==> config.mk <==
export PLATFORM = sky130hd
export DESIGN_NAME = lsu_bus_ctrl
export DESIGN_NICKNAME = d
export VERILOG_FILES = /design/src/rtl/lsu_bus_ctrl.sv
export SDC_FILE = /design/constraint.sdc
export NUM_CORES = 1
export LEC_CHECK = 0
export ABC_AREA = 1
export CAP_MARGIN = 25
export CELL_PAD_IN_SITES_DETAIL_PLACEMENT = 0
export CELL_PAD_IN_SITES_GLOBAL_PLACEMENT = 2
export CORE_ASPECT_RATIO = 0.6
export CORE_MARGIN = 2
export CORE_UTILIZATION = 25
export CTS_CLUSTER_DIAMETER = 30
export CTS_CLUSTER_SIZE = 25
export DETAILED_ROUTE_END_ITERATION = 8
export PLACE_DENSITY_LB_ADDON = 0.1
export SKIP_CTS_REPAIR_TIMING = 1
export SYNTH_ARGS = -nofsm -noshare
export SYNTH_HDL_FRONTEND = slang
export SYNTH_SLANG_ARGS = --single-unit
==> constraint.sdc <==
create_clock -name clk -period 2.46 [get_ports clk]
set_input_delay 0.492 -clock clk [delete_from_list [all_inputs] [get_ports clk]]
set_output_delay 0.492 -clock clk [all_outputs]
set_load 0.02 [all_outputs]
==> src/rtl/lsu_bus_ctrl.sv <==
// Load/store bus controller: turns a decoded mem op into one valid/ready bus
// transaction, formats store data/strobes, extracts load data, stalls the core.
module lsu_bus_ctrl #(
  parameter int unsigned TIMEOUT_CYC = 255
) (
  input  logic        clk,
  input  logic        rst_n,
  input  logic [3:0]  CTRL_i_mem_rw,
  input  logic        LSU_i_req,
  input  logic [31:0] EXE_i_valE,
  input  logic [31:0] REG_i_valB,
  output logic        LSU_o_stall,
  output logic        LSU_o_done,
  output logic        LSU_o_err,
  output logic [31:0] LSU_o_valM,
  output logic        BUS_o_valid,
  output logic        BUS_o_we,
  output logic [31:0] BUS_o_addr,
  output logic [31:0] BUS_o_wdata,
  output logic [3:0]  BUS_o_wstrb,
  input  logic        BUS_i_ready,
  input  logic [31:0] BUS_i_rdata
);
  typedef enum logic [1:0] {S_IDLE, S_BUS, S_DONE} state_e;

  localparam logic [3:0] OP_LB = 4'd1, OP_LBU = 4'd2, OP_LH = 4'd3, OP_LHU = 4'd4,
                         OP_LW = 4'd5, OP_SB  = 4'd6, OP_SH = 4'd7, OP_SW  = 4'd8;
  localparam logic [7:0] TO_LIM = 8'(TIMEOUT_CYC - 1);
  localparam bit         TO_EN  = (TIMEOUT_CYC != 0);

  state_e      state_q, state_d;
  logic [3:0]  op_q, op_d;
  logic [1:0]  off_q, off_d;
  logic [31:0] addr_q, addr_d;
  logic [31:0] wdata_q, wdata_d;
  logic [3:0]  wstrb_q, wstrb_d;
  logic [7:0]  cnt_q, cnt_d;
  logic        err_q, err_d;
  logic [31:0] valm_q, valm_d;

  logic        op_ok, misalign, is_store;
  logic [7:0]  ld_byte;
  logic [15:0] ld_half;
  logic [31:0] ld_data;

  always_ff @(posedge clk or negedge rst_n) begin
    if (!rst_n) begin
      state_q <= S_IDLE;
      op_q    <= '0;
      off_q   <= '0;
      addr_q  <= '0;
      wdata_q <= '0;
      wstrb_q <= '0;
      cnt_q   <= '0;
      err_q   <= 1'b0;
      valm_q  <= '0;
    end else begin
      state_q <= state_d;
      op_q    <= op_d;
      off_q   <= off_d;
      addr_q  <= addr_d;
      wdata_q <= wdata_d;
      wstrb_q <= wstrb_d;
      cnt_q   <= cnt_d;
      err_q   <= err_d;
      valm_q  <= valm_d;
    end
  end

  always_comb begin
    op_ok    = LSU_i_req && (CTRL_i_mem_rw >= OP_LB) && (CTRL_i_mem_rw <= OP_SW);
    misalign = 1'b0;
    case (CTRL_i_mem_rw)
      OP_LH, OP_LHU, OP_SH: misalign = EXE_i_valE[0];
      OP_LW, OP_SW:         misalign = (EXE_i_valE[1:0] != 2'b00);
      default:              misalign = 1'b0;
    endcase
    is_store = (op_q >= OP_SB);
    // Lane select uses the byte offset captured at issue, not the live address.
    ld_byte  = BUS_i_rdata[{off_q, 3'b000} +: 8];
    ld_half  = BUS_i_rdata[{off_q[1], 4'b0000} +: 16];
    case (op_q)
      OP_LB:   ld_data = {{24{ld_byte[7]}}, ld_byte};
      OP_LBU:  ld_data = {24'd0, ld_byte};
      OP_LH:   ld_data = {{16{ld_half[15]}}, ld_half};
      OP_LHU:  ld_data = {16'd0, ld_half};
      OP_LW:   ld_data = BUS_i_rdata;
      default: ld_data = '0;
    endcase
  end

  always_comb begin
    state_d = state_q;
    op_d    = op_q;
    off_d   = off_q;
    addr_d  = addr_q;
    wdata_d = wdata_q;
    wstrb_d = wstrb_q;
    cnt_d   = cnt_q;
    err_d   = err_q;
    valm_d  = valm_q;
    unique case (state_q)
      S_IDLE: begin
        err_d  = 1'b0;
        valm_d = '0;
        if (op_ok) begin
          if (misalign) begin
            err_d   = 1'b1;
            state_d = S_DONE;
          end else begin
            op_d    = CTRL_i_mem_rw;
            off_d   = EXE_i_valE[1:0];
            addr_d  = {EXE_i_valE[31:2], 2'b00};
            cnt_d   = '0;
            state_d = S_BUS;
            case (CTRL_i_mem_rw)
              OP_SB: begin
                wdata_d = {4{REG_i_valB[7:0]}};
                wstrb_d = 4'b0001 << EXE_i_valE[1:0];
              end
              OP_SH: begin
                wdata_d = {2{REG_i_valB[15:0]}};
                wstrb_d = 4'b0011 << {EXE_i_valE[1], 1'b0};
              end
              OP_SW: begin
                wdata_d = REG_i_valB;
                wstrb_d = 4'b1111;
              end
              default: begin
                wdata_d = '0;
                wstrb_d = 4'b0000;
              end
            endcase
          end
        end
      end
      S_BUS: begin
        // Ready has priority over a timeout landing in the same cycle.
        if (BUS_i_ready) begin
          err_d   = 1'b0;
          valm_d  = is_store ? 32'd0 : ld_data;
          state_d = S_DONE;
        end else if (TO_EN && (cnt_q == TO_LIM)) begin
          err_d   = 1'b1;
          valm_d  = '0;
          state_d = S_DONE;
        end else begin
          cnt_d = cnt_q + 8'd1;
        end
      end
      S_DONE: begin
        err_d   = 1'b0;
        valm_d  = '0;
        state_d = S_IDLE;
      end
      default: state_d = S_IDLE;
    endcase
  end

  always_comb begin
    BUS_o_valid = (state_q == S_BUS);
    BUS_o_we    = BUS_o_valid & is_store;
    BUS_o_addr  = BUS_o_valid ? addr_q  : 32'd0;
    BUS_o_wdata = BUS_o_valid ? wdata_q : 32'd0;
    BUS_o_wstrb = BUS_o_valid ? wstrb_q : 4'b0000;
    LSU_o_stall = ((state_q == S_IDLE) & op_ok) | BUS_o_valid;
    LSU_o_done  = (state_q == S_DONE);
    LSU_o_err   = LSU_o_done & err_q;
    LSU_o_valM  = LSU_o_done ? valm_q : 32'd0;
  end
endmodule
==> results of run 1 <==
power by group through the flow:
stage	clock [µW]	combinational, µW	sequential [µW]
finish	2710	3710	2690
global route	2870	4180	2760
CTS	2780	3840	2690
detailed placement	0	3820	2710
global placement	0	3840	2700
floorplan	0	2170	2620
layout make-up:
cell class / count / area (µm²)
Antenna cell: 1 / 2.502
Clock buffer: 19 / 452.9
Clock inverter: 13 / 182.7
Fill cell: 2917 / 16180
Inverter: 132 / 495.5
Multi-Input combinational cell: 757 / 3206
Sequential cell: 115 / 2878
Tap cell: 360 / 450.4
Timing Repair Buffer: 259 / 2748
cell usage after synthesis, types with 2 or more instances:
master,number
or2_2,2
nor2_2,5
nand2_4,2
xnor2_1,2
nand2b_1,8
xor2_1,2
buf_4,3
buf_2,11
nand2_1,573
buf_6,7
o21ai_0,27
a21oi_1,7
nand2_2,4
inv_1,131
clkbuf_1,29
nor2_4,2
nor2_1,26
nand3_1,81
dfrtp_1,115
ha_1,6
through the flow:
step	cell area (µm²)	total power [µW]	hold slack [ns]	worst slack, ns	TNS [ns]
after detailed placement	9639	6531	0.4595	-0.1609	-0.1609
after floorplan	6822	4791	0.1964	0.2893	0
final	10420	9111	0.1155	-0.2724	-4.535
after global routing	10410	9810	0.1691	-0.3798	-7.846
after global placement	9639	6539	0.4549	-0.1289	-0.1289
after CTS	10270	9307	0.1808	-0.3992	-26.07
worst min-delay path by stage:
stage                                 startpoint                       to  slack (ns)  cells past startpoint
final                                      rst_n  wdata_q[19]$_DFFE_PN0P_        0.12                      2
after global routing                       rst_n  wdata_q[19]$_DFFE_PN0P_        0.17                      2
after CTS                                  rst_n  wdata_q[19]$_DFFE_PN0P_        0.18                      2
after detailed placement  addr_q[24]$_DFFE_PN0P_   addr_q[24]$_DFFE_PN0P_        0.46                      2
after global placement    addr_q[22]$_DFFE_PN0P_   addr_q[22]$_DFFE_PN0P_        0.45                      2
after floorplan                            rst_n   addr_q[10]$_DFFE_PN0P_        0.20                      0
layer usage:
layer  vias to the layer above  part of all wire [%]  GRT usage (%)
met5                         -                 0.053              0
met4                         2                  0.75          3.425
met3                        15                   5.4          5.329
met2                       139                    40          24.14
met1                      3188                    54          26.89
li1                       3596                     -              -
cell families after synthesis:
family                   Yosys count
flip-flops                       115
AND/OR/NAND/NOR                  709
XOR/XNOR                           4
other                              1
buffers and inverters            182
AO/OA/AOI/OAI                     36
adder cells (fa/ha/maj)            6
registers in the layout, indices dropped and copies added, names as in the netlist:
register / count
addr_q: 30
op_q: 4
err_q: 1
cnt_q: 8
off_q: 2
valm_q: 32
wstrb_q: 4
wdata_q: 32
state_q: 2
==> metrics.txt, run 1 <==
Post-Synth Adder-Cell Area 1.101%; CP required 1.97 ns; WP buf/inv 4; die area 28,650 µm²; antenna violations before repair 2; CP Class flop to primary output; Final nets 1,392; Avg Synthesized Cell Area 6.475 µm²; Sequential Power Share 29.5%; Die Ht 131.9 µm; post-synthesis sequential area ratio 42.21%; Top FF cell, synth dfrtp_1; CTS max path bufs 2; total DRC errors in the routed layout 0; post-synth top area cell dfrtp_1; Simple-Gate Fraction of Synth Area 42.28%; Final period util 111.1%; Critical Path End LSU_o_stall; top post-synthesis cells by area dfrtp_1, nand2_1, inv_1; largest net degree at the start of global routing 116; Yosys top cell area share 42.21%; worst reg2reg path depth 10; min Tclk post-route 2.732 ns; CP dominant cell by count inv_1; number of hold violations in the final report 0; 1st-pass router iterations 5; Crit-path slowest cell clkdlybuf4s50_1; CP peak stage delay 0.60 ns; outcome finished, violations left; hpwl dp 18,080 µm; Peak Freq 0.3660 GHz; final wirelength 24,560 µm; max-slew violation count 0; fin util 39.17%; P per Cell Area 874.8 nW/µm²; failing checks setup timing; RSZ-0062 raised after global routing yes; I/O Buffers 206; Worst path depth 6; number of H-tree levels 4; Final WS setup -0.2724 ns; total of max-cap violations 0; Post-synth ARST share 100.0%; TritonCTS clock tree done; cell family with most CP delay buffers and inverters; placed cells 1,623; Rows 46; CTS root buffer clkbuf_16; vias in the first global route 6,805; Antenna Nets Post-Route 0; Slew HR 51.31%; Critical Path AT 2.24 ns; reg2reg setup slack 0.24 ns; Worst Hold Class input port to async pin; Synth Warn # 0; Worst Path Max Fanout 25; setup violators final 26; most frequent cells in the layout nand2_1, inv_1, clkdlybuf4s50_1, dfrtp_1, nand3_1; Yosys cell types 30; P&R area growth vs syn 52.76%; clock power share 29.7%; Clock Latency Late Sink 0.43 ns; mux contribution to synthesized area 0%; Non-Filler Instances 1,656; fraction of synthesized cell area in xor and xnor cells 0.5139%; #FFs+latches synth 115; Starting Density 25.64%; layout cell share with drive strength beyond 1 9.035%; CP Launch Point state_q[1]$_DFFE_PN0P_; critical path endpoint category primary output; Setup Skew 0.01099 ns; first-pass GRT wire length 38,870 µm; Detailed Route Iter0 Violations 445; CP cell instances inv_1 -> ha_2 -> buf_12 -> inv_1 -> nand2_1 -> clkdlybuf4s50_1; Post-Synthesis Cells 1,053; Post-synth EDFFs 0; GP Congestion 0.7965; gr ovfl total 0; Peak supply drop 0.3620 mV; Clock transition at path regs 0.06 ns; CP Launch Type flop; clock sinks 115; P_int 5589 µW; R2R Path Start state_q[1]$_DFFE_PN0P_; die width 217.2 µm; num ports 209; P_sw 3522 µW; gr usage total 17.63%; Compound-Gate Fraction of Synth Area 2.679%; end of the worst register-to-register path valm_q[13]$_DFFE_PN0P_; Vias per Instance 4.191; core area 26,590 µm²; CTS buffer count 17; routed vias 6,940; measured slew at the worst slew-check pin 0.7304 ns; Switching Share 38.66%; largest family of logic cells by synthesized area simple AND/OR/NAND/NOR gates; most common cell after layout, fill and taps aside nand2_1; combinational cell fraction of total power 40.8%; LEAKAGE 0.006999 µW; WL per Instance 14.83 µm; Post-Syn Area 6818 µm²
Note: power is estimated with default switching activity, not from simulation.
==> inputs of run 2 (changes only) <==
- GPL_TIMING_DRIVEN: unset -> 0
==> run 2 against run 1 <==
Compared with the run above:
- the run ends with DRC left
- highest routed layer is now met4
- non-clock buffer count decreased by 1
- largest cell class unchanged
- via count increased by 0.35%
- cell count decreased by 0.12%
==> metrics.txt, run 2 (synthesis gave the netlist of run 1 again) <==
critical path endpoint category primary output; P per Cell Area 918.1 nW/µm² (+4.9%); R2R Path Start op_q[1]$_DFFE_PN0P_; total DRC errors in the routed layout 1 (+1); Slew HR 36.16% (-15 points); Clock transition at path regs 0.06 ns (about the same); num ports 209 (unchanged); fillcell total 3,015 (+3.4%); CP peak stage delay 0.41 ns (-0.19 ns); WP buf/inv 6 (+2); CTS root buffer clkbuf_16; Worst path depth 8 (+2); most common cell after layout, fill and taps aside nand2_1; die area 28,650 µm² (unchanged); biggest regs valm_q (32), wdata_q (32), addr_q (30); Starting Density 25.64% (unchanged); # diodes 0 (-1); P&R area growth vs syn 42.04%; number of H-tree levels 4 (unchanged); RSZ-0062 raised after global routing yes; fin util 36.42% (-2.7 points); CTS buffer count 17 (unchanged); combinational cell fraction of total power 40.3% (-0.5 points); CP cell instances inv_2 -> ha_2 -> buf_8 -> buf_12 -> buf_12 -> nand2_1 -> inv_1 -> clkbuf_2; number of hold violations in the final report 0 (unchanged); Worst Hold Class flop to flop; Antenna Nets Post-Route 0 (unchanged); P_int 5250 µW (-6.1%); 1st-pass router iterations 7 (+2); Peak supply drop 0.4549 mV (+26%); CP Class flop to primary output; LEAKAGE 0.006003 µW (-14%); Switching Share 40.95% (+2.3 points); Vias per Instance 4.210 (+0.47%); Worst Path Max Fanout 10 (-60%); setup violators final 0 (-100%); Critical Path AT 1.91 ns (-0.33 ns); Crit-path slowest cell dfrtp_1; Hold WS 0.4700 ns (+0.3545 ns); measured slew at the worst slew-check pin 0.9576 ns (+0.2272 ns); hpwl dp 19,900 µm (+10%); vias in the first global route 6,774 (-0.46%); CTS max path bufs 2 (unchanged); outcome finished, violations left; I/O Buffers 206 (unchanged); worst reg2reg path depth 8 (-2); Final period util 97.46% (-14 points); Detailed Route Iter0 Violations 436 (-2.0%); core area 26,590 µm² (unchanged); cell family with most CP delay buffers and inverters; routed vias 6,964 (+0.35%); Storage cell area 2878 µm² (unchanged); CP required 1.97 ns (about the same); total of max-cap violations 0 (unchanged); Rows 46 (unchanged); max-slew violation count 0 (unchanged); largest net degree at the start of global routing 86 (-26%); die width 217.2 µm (unchanged); CP dominant cell by count buf_12; Final nets 1,391 (-0.072%); failing checks DRC; Hold Crit Depth 2; Sequential Power Share 30.0% (+0.5 points); CP Launch Type flop; Final WS setup 0.06246 ns (+0.3348 ns); CP Launch Point state_q[1]$_DFFE_PN0P_; layout cell share with drive strength beyond 1 13.99% (+5.0 points); Clock Latency Late Sink 0.44 ns (about the same); clock power share 29.7% (about the same); GP Congestion 0.8029 (+0.80%); TritonCTS clock tree done; min Tclk post-route 2.398 ns (-0.3348 ns); antenna violations before repair 2 (unchanged); most frequent cells in the layout nand2_1, inv_1, dfrtp_1, clkdlybuf4s50_1, clkbuf_2; Hold Startpoint addr_q[31]$_DFFE_PN0P_; Setup Skew 0.008761 ns (-0.002229 ns); P_sw 3641 µW (+3.4%); Die Ht 131.9 µm (unchanged); clock sinks 115 (unchanged); Peak Freq 0.4171 GHz (+14%); first-pass GRT wire length 40,190 µm (+3.4%); pre-CTS setup slack -0.8733 ns (-0.7125 ns); WL per Instance 15.52 µm (+4.7%); gr usage total 18.50% (+0.87 points); placed inst area 9363 µm² (-2.9%); cell area after layout 9684 µm² (-7.0%); final wirelength 25,670 µm (+4.5%); area of the multi-input gates 3194 µm² (-0.35%); gr ovfl total 0 (unchanged)
[run 2: changes by cell type in the layout (fill, tap and decap cells not counted), moves of 4 or more]
| cell | before | now |
|---|---|---|
| clkinv_4 | 2 | 7 |
| buf_2 | 0 | 14 |
| clkdlybuf4s50_1 | 128 | 101 |
| clkbuf_2 | 7 | 85 |
| clkbuf_4 | 0 | 4 |
| buf_6 | 0 | 11 |
| clkbuf_1 | 0 | 17 |
| buf_12 | 13 | 2 |
| buf_4 | 44 | 7 |
| dlymetal6s2s_1 | 66 | 13 |
[run 2: metrics by stage]
stage / cells / setup TNS [ns] / total power [µW]
finish: 1654 / 0 / 8891
global route: 1654 / -0.03823 / 9519
CTS: 1653 / -91.73 / 8988
detailed placement: 1621 / -52.76 / 6286
global placement: 1620 / -550.63 / 6293
floorplan: 1054 / 0 / 4791
[run 2: cell type report]
cell class,instances,area share [%]
sequential,115,29.72
inverter,132,5.116
multi-input combinational,757,32.98
tap,360,4.651
buffer,50,3.760
timing repair buffer,208,17.38
clock buffer,18,4.535
clock inverter,14,1.860
[run 2: worst paths after layout]
path	end	slack (ns)
max	BUS_o_wdata[12]	0.06
max reg2reg	valm_q[3]$_DFFE_PN0P_	0.28
min in group asynchronous	wdata_q[19]$_DFFE_PN0P_	0.50
max in group asynchronous	valm_q[10]$_DFFE_PN0P_	1.18
min	addr_q[31]$_DFFE_PN0P_	0.47
min reg2reg	addr_q[31]$_DFFE_PN0P_	0.47
[run 2: routing by layer]
layer / global-route usage (%) / up-vias / share of wire, %
met3: 5.306 / 17 / 6.5
li1: - / 3598 / -
met4: 5.365 / 0 / 1.2
met2: 24.28 / 154 / 38
met1: 28.58 / 3195 / 54
met5: 0 / - / 0
[run 2: worst register-to-register path, cell delays in order, from the launching register on]
cell      delay (ns)
dfrtp_1         0.43
nor2_1          0.20
inv_1           0.09
nor3_2          0.39
clkbuf_1        0.62
nand2_1         0.14
nand3_1         0.13
nand2_1         0.06
nand2_1         0.08
[run 2: power groups by stage]
stage | Combinational (µW) | Clock, µW | Sequential [µW]
4_1_cts | 3610 | 2710 | 2670
3_3_place_gp | 3610 | 0 | 2680
2_1_floorplan | 2170 | 0 | 2620
6_report | 3580 | 2640 | 2670
3_5_place_dp | 3600 | 0 | 2690
5_1_grt | 4010 | 2780 | 2730
